### src/rtl/add_result_accumulator.sv
// add_result_accumulator
// Sums COUNT adder results, each taken as the 5-bit value {cout, sum}, into
// an ACC_W-bit block total. The total is then offered on a valid/ready
// handshake. The overflow flag is sticky and reports a wrap within the
// current block.
module add_result_accumulator #(
    parameter int ACC_W = 12,
    parameter int COUNT = 8,
    parameter int CNT_W = 4
) (
    input  logic             clk,
    input  logic             rst,
    input  logic             clr,
    input  logic             in_valid,
    output logic             in_ready,
    input  logic [3:0]       sum,
    input  logic             cout,
    output logic [ACC_W-1:0] acc_out,
    output logic [CNT_W-1:0] acc_count,
    output logic             out_valid,
    input  logic             out_ready,
    output logic             overflow
);

    typedef enum logic [0:0] {
        ACCUM = 1'b0,
        HOLD  = 1'b1
    } state_t;

    localparam logic [CNT_W-1:0] COUNT_C = CNT_W'(COUNT);
    localparam logic [CNT_W-1:0] ONE_C   = CNT_W'(1);

    // Returns the widened sum, so the top bit is the carry out of the ACC_W-bit add.
    function automatic logic [ACC_W:0] acc_add(input logic [ACC_W-1:0] a,
                                               input logic [4:0]       v);
        return {1'b0, a} + {{(ACC_W-4){1'b0}}, v};
    endfunction

    state_t           state_r, state_nxt_s;
    logic [ACC_W-1:0] acc_r, acc_nxt_s;
    logic [CNT_W-1:0] cnt_r, cnt_nxt_s, cnt_inc_s;
    logic             ovf_r, ovf_nxt_s;
    logic             out_valid_r;
    logic [ACC_W:0]   add_s;

    assign add_s     = acc_add(acc_r, {cout, sum});
    assign cnt_inc_s = cnt_r + ONE_C;

    // Next-state decode. clr wins over both accept and hand-off.
    always_comb begin
        state_nxt_s = state_r;
        acc_nxt_s   = acc_r;
        cnt_nxt_s   = cnt_r;
        ovf_nxt_s   = ovf_r;
        if (clr) begin
            state_nxt_s = ACCUM;
            acc_nxt_s   = {ACC_W{1'b0}};
            cnt_nxt_s   = {CNT_W{1'b0}};
            ovf_nxt_s   = 1'b0;
        end else begin
            case (state_r)
                ACCUM: begin
                    if (in_valid) begin
                        acc_nxt_s = add_s[ACC_W-1:0];
                        ovf_nxt_s = ovf_r | add_s[ACC_W];
                        cnt_nxt_s = cnt_inc_s;
                        if (cnt_inc_s == COUNT_C) begin
                            state_nxt_s = HOLD;
                        end else begin
                            state_nxt_s = ACCUM;
                        end
                    end else begin
                        state_nxt_s = ACCUM;
                    end
                end
                HOLD: begin
                    if (out_ready) begin
                        state_nxt_s = ACCUM;
                        acc_nxt_s   = {ACC_W{1'b0}};
                        cnt_nxt_s   = {CNT_W{1'b0}};
                        ovf_nxt_s   = 1'b0;
                    end else begin
                        state_nxt_s = HOLD;
                    end
                end
                default: begin
                    state_nxt_s = ACCUM;
                    acc_nxt_s   = {ACC_W{1'b0}};
                    cnt_nxt_s   = {CNT_W{1'b0}};
                    ovf_nxt_s   = 1'b0;
                end
            endcase
        end
    end

    // State and datapath registers. out_valid is registered alongside the state.
    always_ff @(posedge clk or posedge rst) begin
        if (rst) begin
            state_r     <= ACCUM;
            acc_r       <= {ACC_W{1'b0}};
            cnt_r       <= {CNT_W{1'b0}};
            ovf_r       <= 1'b0;
            out_valid_r <= 1'b0;
        end else begin
            state_r     <= state_nxt_s;
            acc_r       <= acc_nxt_s;
            cnt_r       <= cnt_nxt_s;
            ovf_r       <= ovf_nxt_s;
            out_valid_r <= (state_nxt_s == HOLD);
        end
    end

    assign in_ready  = (state_r == ACCUM);
    assign acc_out   = acc_r;
    assign acc_count = cnt_r;
    assign overflow  = ovf_r;
    assign out_valid = out_valid_r;

endmodule

### config.mk
export PLATFORM = sky130hd
export DESIGN_NAME = add_result_accumulator
export DESIGN_NICKNAME = d
export VERILOG_FILES = /design/src/rtl/add_result_accumulator.sv
export SDC_FILE = /design/constraint.sdc
export NUM_CORES = 1
export LEC_CHECK = 0
export CAP_MARGIN = 0
export CORE_MARGIN = 4
export CORE_UTILIZATION = 45
export CTS_CLUSTER_SIZE = 28
export DETAILED_ROUTE_END_ITERATION = 10
export DONT_BUFFER_PORTS = 1
export PLACE_DENSITY = 0.68
export SYNTH_ARGS = -nofsm -noshare
export SYNTH_HDL_FRONTEND = slang
export SYNTH_SLANG_ARGS = --single-unit
### constraint.sdc
create_clock -name clk -period 2.95 [get_ports clk]
set_input_delay 0.4425 -clock clk [delete_from_list [all_inputs] [get_ports clk]]
set_output_delay 0.4425 -clock clk [all_outputs]
set_load 0.005 [all_outputs]
# Word level (Yosys, flattened, before mapping)
# Cells that the tools add are included.
# word_totals
reg_bits	18
output_inout_bits	19
elab_cells	29
# op_classes
add_sub_neg	2
n_eq_ne	3
muxes	17
bitwise	2
reduce_logical	1
# op_table
op	count
$mux 12	3
$pmux 12 s2	1
$add 12x5->13	1
$mux 4	3
$pmux 4 s2	1
$mux 1	7
$ne 3x3->1 const B	2
$add 4x1->4 const B	1
$eq 4x4->1 const B	1
$pmux 1 s2	2
$reduce_and 2->1	1
$not 1->1	1
$or 1x1->1	1

# Longest topological paths before layout
# Gate-level depths: netlist (run 1).
# logic_depth
word_depth	6
mapped_depth	7
depth_no_buf	7

# Worst setup path after synthesis (run 1)
# Ideal clock, no wire load.
# synth_path
kind	input to register
startpoint	input port sum[0]
endpoint	register acc_r[8], in the netlist acc_out[8]
setup_ns	0.126
arrival_ns	2.037
path_slack_ns	0.787
stages	7
cell_sequence	ha_1 -> fa_1 -> a21o_1 -> o21ba_1 -> o211a_4 -> nor3b_1 -> a311o_1
# synth_between
elab_chain_cells	4
# synth_lines
item	line_no	source
start: declaration	16	input logic [3:0] sum,
$add 12x5->13	36	return {1'b0, a} + {{(ACC_W-4){1'b0}}, v};
$mux 12	63	if (in_valid) begin
$pmux 12 s2	61	case (state_r)
$mux 12	55	if (clr) begin
end signal: assignment	100	acc_r <= {ACC_W{1'b0}};
end signal: assignment	106	acc_r <= acc_nxt_s;
end: declaration	40	logic [ACC_W-1:0] acc_r, acc_nxt_s;
# Every way passes these cells. The select of a mux whose other input is x is not followed.
# A chain may end at the register's enable or synchronous reset.

# Final worst setup path (run 1)
# layout_path
startpoint	register acc_r[0], in the netlist acc_out[0]
endpoint	register acc_r[8], in the netlist acc_out[8]
# layout_between
elab_chain_cells	4
# layout_lines
item	line_no
$add 12x5->13	36
$mux 12	63
$pmux 12 s2	61
$mux 12	55
# Every way passes these cells. The select of a mux whose other input is x is not followed.

==> qor.csv, run 1 <==
metric;value;unit
status;finished clean;
fin_crit_sh;76.08;%
p_total;0.5106;mW
cts.sinks;18;
ys_warn_count;0;
vias;841;
grtUsageMet3;6.437;%
rr_endpoint;acc_out[8];
finalNonFillerCells;139;
clock_power_share;30.9;%
grt_pass1_vias;791;
fin_skew;0.0009936;ns
r2r_slack;0.71;ns
cts_tree;built;
power.switching;0.1452;mW
avgRoutedWirePerCell;16.37;µm
power_frac_seq;53.9;%
ant_nets;0;
dpl_cell_area;1079;µm²
power.internal;0.3654;mW
die_w;56.27;µm
fillers;212;
antenna_found_initial;0;
maxSlewViolCount;0;
cp-startpoint;acc_out[0];
grt_remaining_overflow;0;
grt.met2_usage;24.21;%
finalSetupViolCount;0;
coreArea;2212;µm²
pwr-share-comb;15.2;%
critPathLaunchType;flop;
clk_pin_slew;0.11;ns
clock_latency;0.30;ns
synth.most_common_cell;dfrtp_1;
fmax;445.5;MHz
synth-edff-count;0;
worstPathRequired;3.14;ns
hp-class;input port to async pin;
cp.arrival;2.44;ns
maxCapViolCount;0;
drive_above_1_share;8.108;%
ys_seq_area_share;42.96;%
placed_cells_incl_taps;135;
cts_resized;0;
slew-limit-headroom;49.07;%
setup_ws;0.7055;ns
crit_end;acc_out[8];
worst_setup_path_end_kind;flop;
cts_setup_buffers;0;
irDropWorstVdd;336.3;µV
grt_start_max_net_pins;19;
async_reset_ff_share;100.0;%
post-route-util;50.40;%
top_level_ports;29;
drt-pass1-iter-count;4;
cts_root_buf;clkbuf_4;
fin_setup_tns;0;ns
rsz0062_at_grt;false;
vias_per_cell;6.050;
syn-cell-area;1049;µm²
crit_type;flop to flop;
cts_hold_buf;0;
grt_use_total;14.86;%
drtIter0Drc;14;
cts_buffer_depth;2;
htreeDepth;1;
row_count;17;
tightest_slew;0.7581;ns
wl;2276;µm
grt_use_met1;18.30;%
power.switching_fraction;28.44;%
r2r_cells;7;
p_leak;0.5169;nW
gp_routability_congestion;0.7591;
dp_slack;0.6890;ns
grt_pass1_wl;3712;µm
synth_top_area_cell;dfrtp_1;
hpwlAfterDp;1717;µm
synthTopCellsByArea;dfrtp_1 (43%), ha_1 (8.4%), o21ai_0 (5.3%);
synth_seq_cells;18;
cts_buffers;3;
timing.rr.start;acc_out[0];
start_util;47.40;%
areaGrowthSynthToFinish;6.325;%
grt-busiest-layer;met2;
syn_nets;126;
timing.hold.ws;0.1165;ns
synth_cells;108;
yosys_most_used_dff;dfrtp_1;
dieArea;3166;µm²
yosysTopAreaCellShare;42.96;%
fin_area;1115;µm²
critPathMaxFanout;6;
hold_violations;0;
yosysUniqueCellTypes;32;
drc;0;
num_antenna_cells;0;
die_h;56.27;µm
synth.avg_cell_area;9.708;µm²
finalNetCount;130;
synth_commonest_cells;dfrtp_1 (18), nand2_1 (11), o21ai_0 (11);
fin_crit;2.244;ns
power_density;458.0;nW/µm²
portBuffers;0;
[worst min path at each step]
stage | startpoint | to | slack (ns) | depth (start not counted)
final | rst | acc_count[1] | 0.12 | 1
after global routing | rst | acc_out[1] | 0.16 | 1
after CTS | rst | acc_count[1] | 0.14 | 1
after detailed placement | rst | acc_count[1] | 0.48 | 1
after global placement | rst | acc_out[0] | 0.48 | 1
after floorplan | rst | acc_count[0] | 0.38 | 1
[worst max-delay path: stages (launching register included)]
cell and delay (ns):
dfrtp_1 0.43, ha_1 0.24, fa_1 0.41, a21o_1 0.19, o21ba_1 0.19, o211a_4 0.26
nor3b_1 0.14, a311o_1 0.27
[power groups by stage]
stage	sequential, mW	clock (mW)	combinational, mW
after detailed placement	0.281	0	0.0773
after CTS	0.276	0.162	0.0774
final	0.275	0.158	0.0775
after floorplan	0.276	0	0.0637
after global routing	0.277	0.172	0.0875
after global placement	0.280	0	0.0747
[logic make-up after synthesis]
logic type / synth area share, %
adder cells (fa/ha/maj): 10.26
flip-flops: 42.96
buffers and inverters: 2.625
AND/OR/NAND/NOR: 12.65
XOR/XNOR: 3.342
AO/OA/AOI/OAI: 28.16
[cell type report]
cell class	instances	area (µm²)	area share (%)
Clock buffer	4	36.28	3.255
Inverter	6	22.52	2.020
Multi-Input combinational cell	83	570.5	51.18
Sequential cell	18	450.4	40.40
Tap cell	28	35.03	3.143
[cells in the final DEF (no fill, tap or decap), drive strengths merged, types with 2 or more instances in the layout]
cell type / instances
nand3: 4
a22o: 3
a211oi: 3
xnor2: 2
or3: 3
a31oi: 2
nor2: 7
nor3b: 2
nand2: 11
ha: 7
xor2: 2
o21ai: 14
a21o: 3
dfrtp: 18
clkbuf: 4
inv: 6
a21oi: 8
o211ai: 2
[routing by layer]
metal  wire length, µm  vias to the layer above
li1                  -                      403
met1               964                      406
met2              1122                       30
met3               174                        2
met4                14                        0
met5                 0                        -
[sequential cells by signal (all words and copies together) (netlist names)]
name	cells
acc_out	12
acc_count	4
out_valid	1
overflow	1
(Power assumes the default switching activity.)
==> inputs of run 2 (changes only) <==
--- a/config.mk
+++ b/config.mk
@@ -11,7 +11,7 @@
 export CTS_CLUSTER_SIZE = 28
 export DETAILED_ROUTE_END_ITERATION = 10
 export DONT_BUFFER_PORTS = 1
-export PLACE_DENSITY = 0.68
+export PLACE_DENSITY = 0.7
 export SYNTH_ARGS = -nofsm -noshare
 export SYNTH_HDL_FRONTEND = slang
 export SYNTH_SLANG_ARGS = --single-unit
==> constraint.sdc (replaced) <==
create_clock -name clk -period 1.9 [get_ports clk]
set_input_delay 0.285 -clock clk [delete_from_list [all_inputs] [get_ports clk]]
set_output_delay 0.285 -clock clk [all_outputs]
set_load 0.005 [all_outputs]
==> run 2 against run 1 <==
Non-clock buffer count grew 15; clock skew grew 0.0050 ns; sequential share of layout area shrank 6.5 points; sequential power grew 55%; routed wire length grew 11%; first-iteration DRC count grew 71%; core utilization grew 9.7 points; the flow now finishes with violations (negative hold slack, negative setup slack); die area is the same; largest cell class unchanged.
==> qor.csv, run 2 (synthesis gave the netlist of run 1 again) <==
metric;value;unit
vias;905;
gp_routability_congestion;0.7464;
fin_crit_sh;107.4;%
start_util;47.40;%
maxSlewViolCount;0;
r2r_slack;-0.14;ns
drtIter0Drc;24;
fillers;185;
portBuffers;0;
multi_input_area;668.1;µm²
vias_per_cell;5.877;
antenna_found_initial;0;
grt_remaining_overflow;0;
htreeDepth;1;
rsz0062_at_grt;true;
p_leak;0.5852;nW
irDropWorstVdd;530.5;µV
cts_tree;built;
dieArea;3166;µm²
clk_pin_slew;0.11;ns
clock_latency;0.29;ns
hpwlAfterDp;1849;µm
drc;0;
coreArea;2212;µm²
fin_skew;0.006014;ns
finalNetCount;145;
finalNonFillerCells;154;
avgRoutedWirePerCell;16.40;µm
final_cell_mix;dfrtp_1 (18), buf_4 (14), o21ai_0 (11), nand2_1 (11), nor2_1 (7);
hp-class;input port to async pin;
areaGrowthSynthToFinish;26.73;%
crit_type;flop to flop;
die_w;56.27;µm
die_h;56.27;µm
timing.hold.ws;-0.01612;ns
cts.sinks;18;
power_density;645.1;nW/µm²
final_common_cell;dfrtp_1;
register_area;450.4;µm²
cts_buffers;3;
num_antenna_cells;0;
drive_above_1_share;27.78;%
finalSetupViolCount;4;
grt_pass1_wl;4291;µm
row_count;17;
top_level_ports;29;
fin_crit;2.041;ns
placed_cells_incl_taps;147;
maxCapViolCount;0;
ant_nets;0;
p_total;0.8572;mW
slew-limit-headroom;52.45;%
violations;negative hold slack, negative setup slack;
grt_start_max_net_pins;19;
critPathLaunchType;flop;
dp_slack;-0.1166;ns
wl;2525;µm
hold_violations;18;
largest_reg_flops;12;
grt_pass1_vias;940;
worst_setup_path_end_kind;flop;
status;finished with violations;
grt_use_total;16.58;%
fmax;489.9;MHz
cp.arrival;2.23;ns
worstPathRequired;2.09;ns
drt-pass1-iter-count;4;
cts_root_buf;clkbuf_4;
tightest_slew;0.7125;ns
setup_ws;-0.1414;ns
critPathMaxFanout;2;
cts_buffer_depth;2;
run 2: power breakdown:
part | internal, mW | leakage, nW | switching, mW
Combinational | 0.0982 | 0.318 | 0.0956
Sequential | 0.401 | 0.246 | 0.0257
Clock | 0.117 | 0.0210 | 0.120
run 2: layout make-up:
class / instances / area share [%]
clock buffers: 4 / 2.731
inverters: 6 / 1.695
multi-input cells: 83 / 50.28
flip-flops and latches: 18 / 33.90
well taps: 28 / 2.637
repair buffers: 15 / 8.757
run 2: timing repair:
action | 4_1_cts | 5_1_grt
setup endpoints to repair | 4 | 7
hold buffers | 0 | 0
gates cloned | 0 | 0
gates resized for setup | 1 | 11
setup buffers | 1 | 2
pin swaps | 1 | 5
run 2: layer usage:
metal | global-route usage, % | vias to the layer above | wire, µm
li1 | - | 433 | -
met3 | 3.908 | 4 | 129
met2 | 27.05 | 27 | 1272
met5 | 0 | - | 0
met1 | 20.98 | 441 | 1079
met4 | 6.780 | 0 | 44
run 2: worst max-delay path, stage by stage, from the launching register on:
cell and delay, ns:
dfrtp_1 0.41, ha_2 0.19, fa_2 0.34, a21o_1 0.19, o21ba_4 0.20, o211a_4 0.22
nor3b_1 0.13, a311o_1 0.27
run 2: path summary, 6_finish.rpt:
path / startpoint / endpoint / depth (start not counted)
worst max-delay path: acc_out[0] / acc_out[8] / 7
worst min-delay path: rst / out_valid / 1
worst max register to register: acc_out[0] / acc_out[8] / 7
worst min register to register: overflow / overflow / 2
max in group asynchronous: rst / acc_out[1] / 1
min in group clk: in_valid / out_valid / 2
run 2: per-stage QoR:
| step | util [%] | hold WS (ns) | setup TNS [ns] | cell area [µm²] |
|---|---|---|---|---|
| floorplan | - | 0.2236 | -0.1277 | 1054 |
| global placement | 53.05 | 0.3214 | -0.1421 | 1174 |
| detailed placement | 53.05 | 0.3274 | -0.3420 | 1174 |
| CTS | 55.37 | 0.003868 | -0.4023 | 1225 |
| global route | 60.07 | 0.03877 | -0.7592 | 1329 |
| finish | 60.07 | -0.01612 | -0.4151 | 1329 |
